===== src/rtl/cpu_pkg.sv =====
// cpu_pkg: shared widths, memory depth, arbiter FSM states and port indices
// for the simple CPU memory subsystem.
package cpu_pkg;
    localparam int ADDR_W    = 6;
    localparam int DATA_W    = 12;
    localparam int MEM_DEPTH = 1 << ADDR_W;
    localparam logic P_CPU   = 1'b0;
    localparam logic P_LD    = 1'b1;

    typedef enum logic [1:0] {IDLE, ACCESS, RESP} state_t;
endpackage


===== src/rtl/rr_arbiter2.sv =====
// rr_arbiter2: two-input round-robin picker; the port that won last loses a tie.
// The grant vector is combinational; `last` only moves when en qualifies a grant.
module rr_arbiter2 (
    input  logic       clock,
    input  logic       reset_n,
    input  logic       en,
    input  logic [1:0] req,
    output logic [1:0] gnt
);
    logic last_q, last_d;
    logic pick1;

    always_comb begin
        pick1  = req[1] && (!req[0] || !last_q);
        gnt    = {pick1, req[0] && !pick1};
        last_d = (en && |req) ? pick1 : last_q;
    end

    always_ff @(posedge clock or negedge reset_n)
        if (!reset_n) last_q <= 1'b1;
        else          last_q <= last_d;
endmodule


===== src/rtl/memory_arbiter.sv =====
// memory_arbiter: owns the 64x12 unified memory and serialises CPU (port 0)
// and loader (port 1) accesses with a registered round-robin handshake.
module memory_arbiter
    import cpu_pkg::*;
(
    input  logic              clock,
    input  logic              reset_n,
    input  logic              p0_req,
    input  logic              p0_we,
    input  logic [ADDR_W-1:0] p0_addr,
    input  logic [DATA_W-1:0] p0_wdata,
    input  logic              p1_req,
    input  logic              p1_we,
    input  logic [ADDR_W-1:0] p1_addr,
    input  logic [DATA_W-1:0] p1_wdata,
    output logic              p0_gnt,
    output logic              p1_gnt,
    output logic              p0_rvalid,
    output logic              p1_rvalid,
    output logic              p0_wack,
    output logic              p1_wack,
    output logic [DATA_W-1:0] rdata,
    output logic              busy
);
    logic [DATA_W-1:0] mem [MEM_DEPTH];

    state_t            st_q, st_d;
    logic              win_q, win_d, we_q, we_d, busy_q, busy_d;
    logic [ADDR_W-1:0] addr_q, addr_d;
    logic [DATA_W-1:0] wdata_q, wdata_d, rdata_q, rdata_d;
    logic [1:0]        gnt_q, gnt_d, rvalid_q, rvalid_d, wack_q, wack_d;
    logic [1:0]        arb_gnt;
    logic              arb_en;

    // Requests are ignored during ACCESS, so the picker is only enabled outside it.
    assign arb_en = st_q != ACCESS;

    rr_arbiter2 u_arb (
        .clock   (clock),
        .reset_n (reset_n),
        .en      (arb_en),
        .req     ({p1_req, p0_req}),
        .gnt     (arb_gnt)
    );

    always_comb begin
        st_d     = IDLE;
        win_d    = win_q;
        we_d     = we_q;
        addr_d   = addr_q;
        wdata_d  = wdata_q;
        rdata_d  = rdata_q;
        gnt_d    = '0;
        rvalid_d = '0;
        wack_d   = '0;
        if (st_q == ACCESS) begin
            st_d            = RESP;
            rvalid_d[win_q] = !we_q;
            wack_d[win_q]   = we_q;
            if (!we_q) rdata_d = mem[addr_q];
        end else if (|arb_gnt) begin
            st_d    = ACCESS;
            win_d   = arb_gnt[P_LD];
            we_d    = win_d ? p1_we    : p0_we;
            addr_d  = win_d ? p1_addr  : p0_addr;
            wdata_d = win_d ? p1_wdata : p0_wdata;
            gnt_d   = arb_gnt;
        end
        busy_d = st_d != IDLE;
    end

    always_ff @(posedge clock or negedge reset_n)
        if (!reset_n) begin
            st_q     <= IDLE;
            win_q    <= P_CPU;
            we_q     <= 1'b0;
            addr_q   <= '0;
            wdata_q  <= '0;
            rdata_q  <= '0;
            gnt_q    <= '0;
            rvalid_q <= '0;
            wack_q   <= '0;
            busy_q   <= 1'b0;
        end else begin
            st_q     <= st_d;
            win_q    <= win_d;
            we_q     <= we_d;
            addr_q   <= addr_d;
            wdata_q  <= wdata_d;
            rdata_q  <= rdata_d;
            gnt_q    <= gnt_d;
            rvalid_q <= rvalid_d;
            wack_q   <= wack_d;
            busy_q   <= busy_d;
        end

    // Array is deliberately left out of reset; the loader initialises it.
    always_ff @(posedge clock)
        if (st_q == ACCESS && we_q) mem[addr_q] <= wdata_q;

    assign p0_gnt    = gnt_q[P_CPU];
    assign p1_gnt    = gnt_q[P_LD];
    assign p0_rvalid = rvalid_q[P_CPU];
    assign p1_rvalid = rvalid_q[P_LD];
    assign p0_wack   = wack_q[P_CPU];
    assign p1_wack   = wack_q[P_LD];
    assign rdata     = rdata_q;
    assign busy      = busy_q;
endmodule


===== config.mk =====
export PLATFORM = sky130hd
export DESIGN_NAME = memory_arbiter
export DESIGN_NICKNAME = d
export VERILOG_FILES = /design/src/rtl/cpu_pkg.sv /design/src/rtl/rr_arbiter2.sv /design/src/rtl/memory_arbiter.sv
export SDC_FILE = /design/constraint.sdc
export NUM_CORES = 1
export LEC_CHECK = 0
export ABC_CLOCK_PERIOD_IN_PS = 5200
export BUFFER_PORTS_ARGS = -buffer_cell sky130_fd_sc_hd__buf_2
export CAP_MARGIN = 20
export CORE_UTILIZATION = 58
export CTS_CLUSTER_SIZE = 14
export DETAILED_ROUTE_END_ITERATION = 7
export GPL_TIMING_DRIVEN = 0
export PLACE_DENSITY_LB_ADDON = 0.3
export SLEW_MARGIN = 5
export SYNTH_ARGS = -nofsm -noshare
export SYNTH_HDL_FRONTEND = slang
export SYNTH_HIERARCHICAL = 1
export SYNTH_SLANG_ARGS = --single-unit

===== constraint.sdc =====
create_clock -name clock -period 5.2 [get_ports clock]
set_clock_uncertainty 0.15 [all_clocks]
set_input_delay 0.78 -clock clock [delete_from_list [all_inputs] [get_ports clock]]
set_output_delay 0.78 -clock clock [all_outputs]
set_load 0.02 [all_outputs]

==> impl_metrics.tcl <==
set metrics [dict create \
    drtIter0Drc 3057 \
    io_buffers 60 \
    grt_pass1_wl_um 134000 \
    whs_path_depth 2 \
    fmax_ghz 0.205 \
    place_inst 2489 \
    rsz0062_at_grt "no" \
    die_w_um 235 \
    relSlewSlack_pct 18.2 \
    antenna_cells 0 \
    grt_usage_pct 35.1 \
    hold_class "in -> reg" \
    synth_nets 1714 \
    whs_ns 0.187 \
    yosys.area.top_type "edfxtp_1" \
    ant_nets 0 \
    synth-async-reset-ratio_pct 5.19 \
    grt_start_max_net_pins 55 \
    rows 84 \
    dieArea_sq_um 55100 \
    synth.top_cell.area_share_pct 73.4 \
    worstSetupStartpointType "flop" \
    r2r_setup_slack_ns 0.32 \
    finalHoldViolations 0 \
    start_util_pct 59.2 \
    synth_edf_count 768 \
    tightest_slew_ns 1.20 \
    core_sq_um 53100 \
    wl_per_cell_um 36.2 \
    critPathKind "reg -> reg" \
    wl_um 95400 \
    yosys_warnings 6 \
    finalSetupViolCount 0 \
    finalSetupTns_ns 0 \
    nFillCells 3319 \
    vdd_drop_max_uv 343 \
    antenna_found_initial 1 \
    layout_commonest_cell "edfxtp_1" \
    r2r_cells 7 \
    syn_inst 1672 \
    h-tree-depth 3 \
    crit_arrival_ns 5.06 \
    grt_pass1_vias 18200 \
    ys_types 59 \
    power_density_nw_per_um2 595 \
    crit_path_end_kind "flop" \
    finalCritPeriodShare_pct 93.9 \
    final_cell_mix "edfxtp_1 (768), mux2i_1 (132), buf_2 (105)" \
    yosysSeqAreaShare_pct 76.7 \
    overflow 0 \
    synth.area.top_cells "edfxtp_1 (73%), mux4_2 (7.2%), mux2i_1 (4.2%)" \
    areaGrowthSynthToFinish_pct 14.5 \
    ios 61 \
    slew_violations 0 \
    avgViaCountPerCell 7.06 \
    critical_path_required_ns 5.37 \
    p_leak_nw 12.0 \
    final_cells 2634 \
    die_h_um 235 \
    clock-root-buffer "clkbuf_16" \
    place.gp.congestion 1.04 \
    vias 18600 \
    post_cts_buffers 0 \
    clk_pin_slew_ns 0.06 \
    outcome "completed" \
    clk_path_buf_depth 3 \
    drive_above_1_share_pct 23.0 \
    fin_nets 1926 \
    place_hpwl_um 63500 \
    clkSinkCount 810 \
    drv_cap 0 \
    synth_flop_cell "edfxtp_1" \
    cts_inserted_buffers 78 \
    period_minus_slack_ns 4.88 \
    path_max_fanout 10 \
    syn_avg_cell_area_sq_um 18.8 \
    cts_tree "done" \
    drc 0 \
    insertion_delay_ns 0.63 \
    ys_ff_latch 810 \
    drtPass1Iterations 6 \
    syn_area_sq_um 31400 \
]
state kept, by name, indices dropped and copies added (netlist names):
name	flops
addr_q	6
busy	1
gnt_q	2
mem	768
rdata	12
rvalid_q	2
st_q	2
u_arb/last_q	1
wack_q	2
wdata_q	12
we_q	1
win_q	1
repair_timing:
action / in CTS / in global routing
resized for setup: 0 / 0
endpoints found under the hold margin: 0 / 15
hold buffers: 0 / 1
cells in the mapped netlist, drive strengths merged (2+ instances only):
library cell and count:
mux2 20, o22a 10, nand2 68, a21boi 2
a211o 2, a22oi 35, or3b 2, mux4 101
nand2b 5, nor2 96, clkbuf 36, and2 7
dfrtp 41, nand3 18, a2111oi 6, o21bai 2
o2111ai 2, nand3b 7, and4b 2, or3 2
clkinv 2, o211ai 2, o21ai 37, o22ai 27
a41oi 3, a221oi 58, a22o 3, a21o 3
mux2i 132, a21oi 27, inv 5, nor3 4
a211oi 9, o32a 3, and3 6, and3b 8
buf 70, edfxtp 768, nor2b 10, a31oi 14
nor3b 2, o221ai 3
stage by stage:
stage | total power [mW] | util [%] | setup slack [ns] | instance area (sq um)
finish | 21.4 | 67.8 | 0.315 | 36000
global route | 21.7 | 67.8 | 0.585 | 36000
CTS | 21.0 | 67.7 | 0.712 | 36000
detailed placement | 15.5 | 63.0 | 0.770 | 33400
global placement | 15.3 | 61.4 | 0.638 | 32600
floorplan | 12.3 | - | 2.52 | 31400
metal layers:
| metal | vias up | track usage, % | wire (um) |
|---|---|---|---|
| met1 | 9432 | 46.4 | 33600 |
| met3 | 322 | 11.8 | 13900 |
| met4 | 0 | 20.8 | 6380 |
| li1 | 7259 | - | - |
| met2 | 1594 | 51.2 | 41600 |
| met5 | - | 0 | 0 |
cell families after synthesis:
| kind of cell | after synthesis | synth area share (%) |
|---|---|---|
| simple gates | 241 | 3.55 |
| flops | 810 | 76.7 |
| mux | 253 | 12.2 |
| buf+inv | 113 | 1.76 |
| compound gates | 255 | 5.82 |
layout make-up:
type	count	area (sq um)	area share [%]
plain buffers	106	529	1.47
clock buffers	105	2200	6.12
clock inverters	37	312	0.866
inverters	7	26.3	0.0730
multi-input cells	749	6790	18.9
flip-flops and latches	810	24100	67.1
well taps	688	861	2.39
repair buffers	132	1130	3.15
path summary, 6_finish.rpt:
| kind | from | endpoint |
|---|---|---|
| setup / recovery | addr_q[0]$_DFFE_PN0P_ | mem[30][6]$_DFFE_PP_ |
| hold / removal | p0_req | u_arb/last_q$_DFFE_PN1P_ |
| setup reg to reg | addr_q[0]$_DFFE_PN0P_ | mem[30][6]$_DFFE_PP_ |
| hold reg to reg | win_q$_DFFE_PN0P_ | wack_q[0]$_DFF_PN0_ |
| max in group asynchronous | reset_n | u_arb/last_q$_DFFE_PN1P_ |
| min in group asynchronous | reset_n | rdata[9]$_DFFE_PN0P_ |
critical path, stage by stage, from the launching register on:
cell and delay, ns:
dfrtp_1 0.38, buf_6 0.15, nor2b_1 0.17, clkbuf_1 0.85, buf_1 0.76, nand3_1 0.84, nor2_1 0.96, buf_4 0.30
report_power, final:
group          leakage, nW  switching (mW)  internal (mW)  total, mW
clock network         1.24            2.38           3.22       5.60
logic                 3.31            4.86           2.14       7.00
registers             7.44           0.557           8.26       8.82
total                 12.0            7.80           13.6       21.4
No activity file was read; power rests on OpenSTA's default activity.
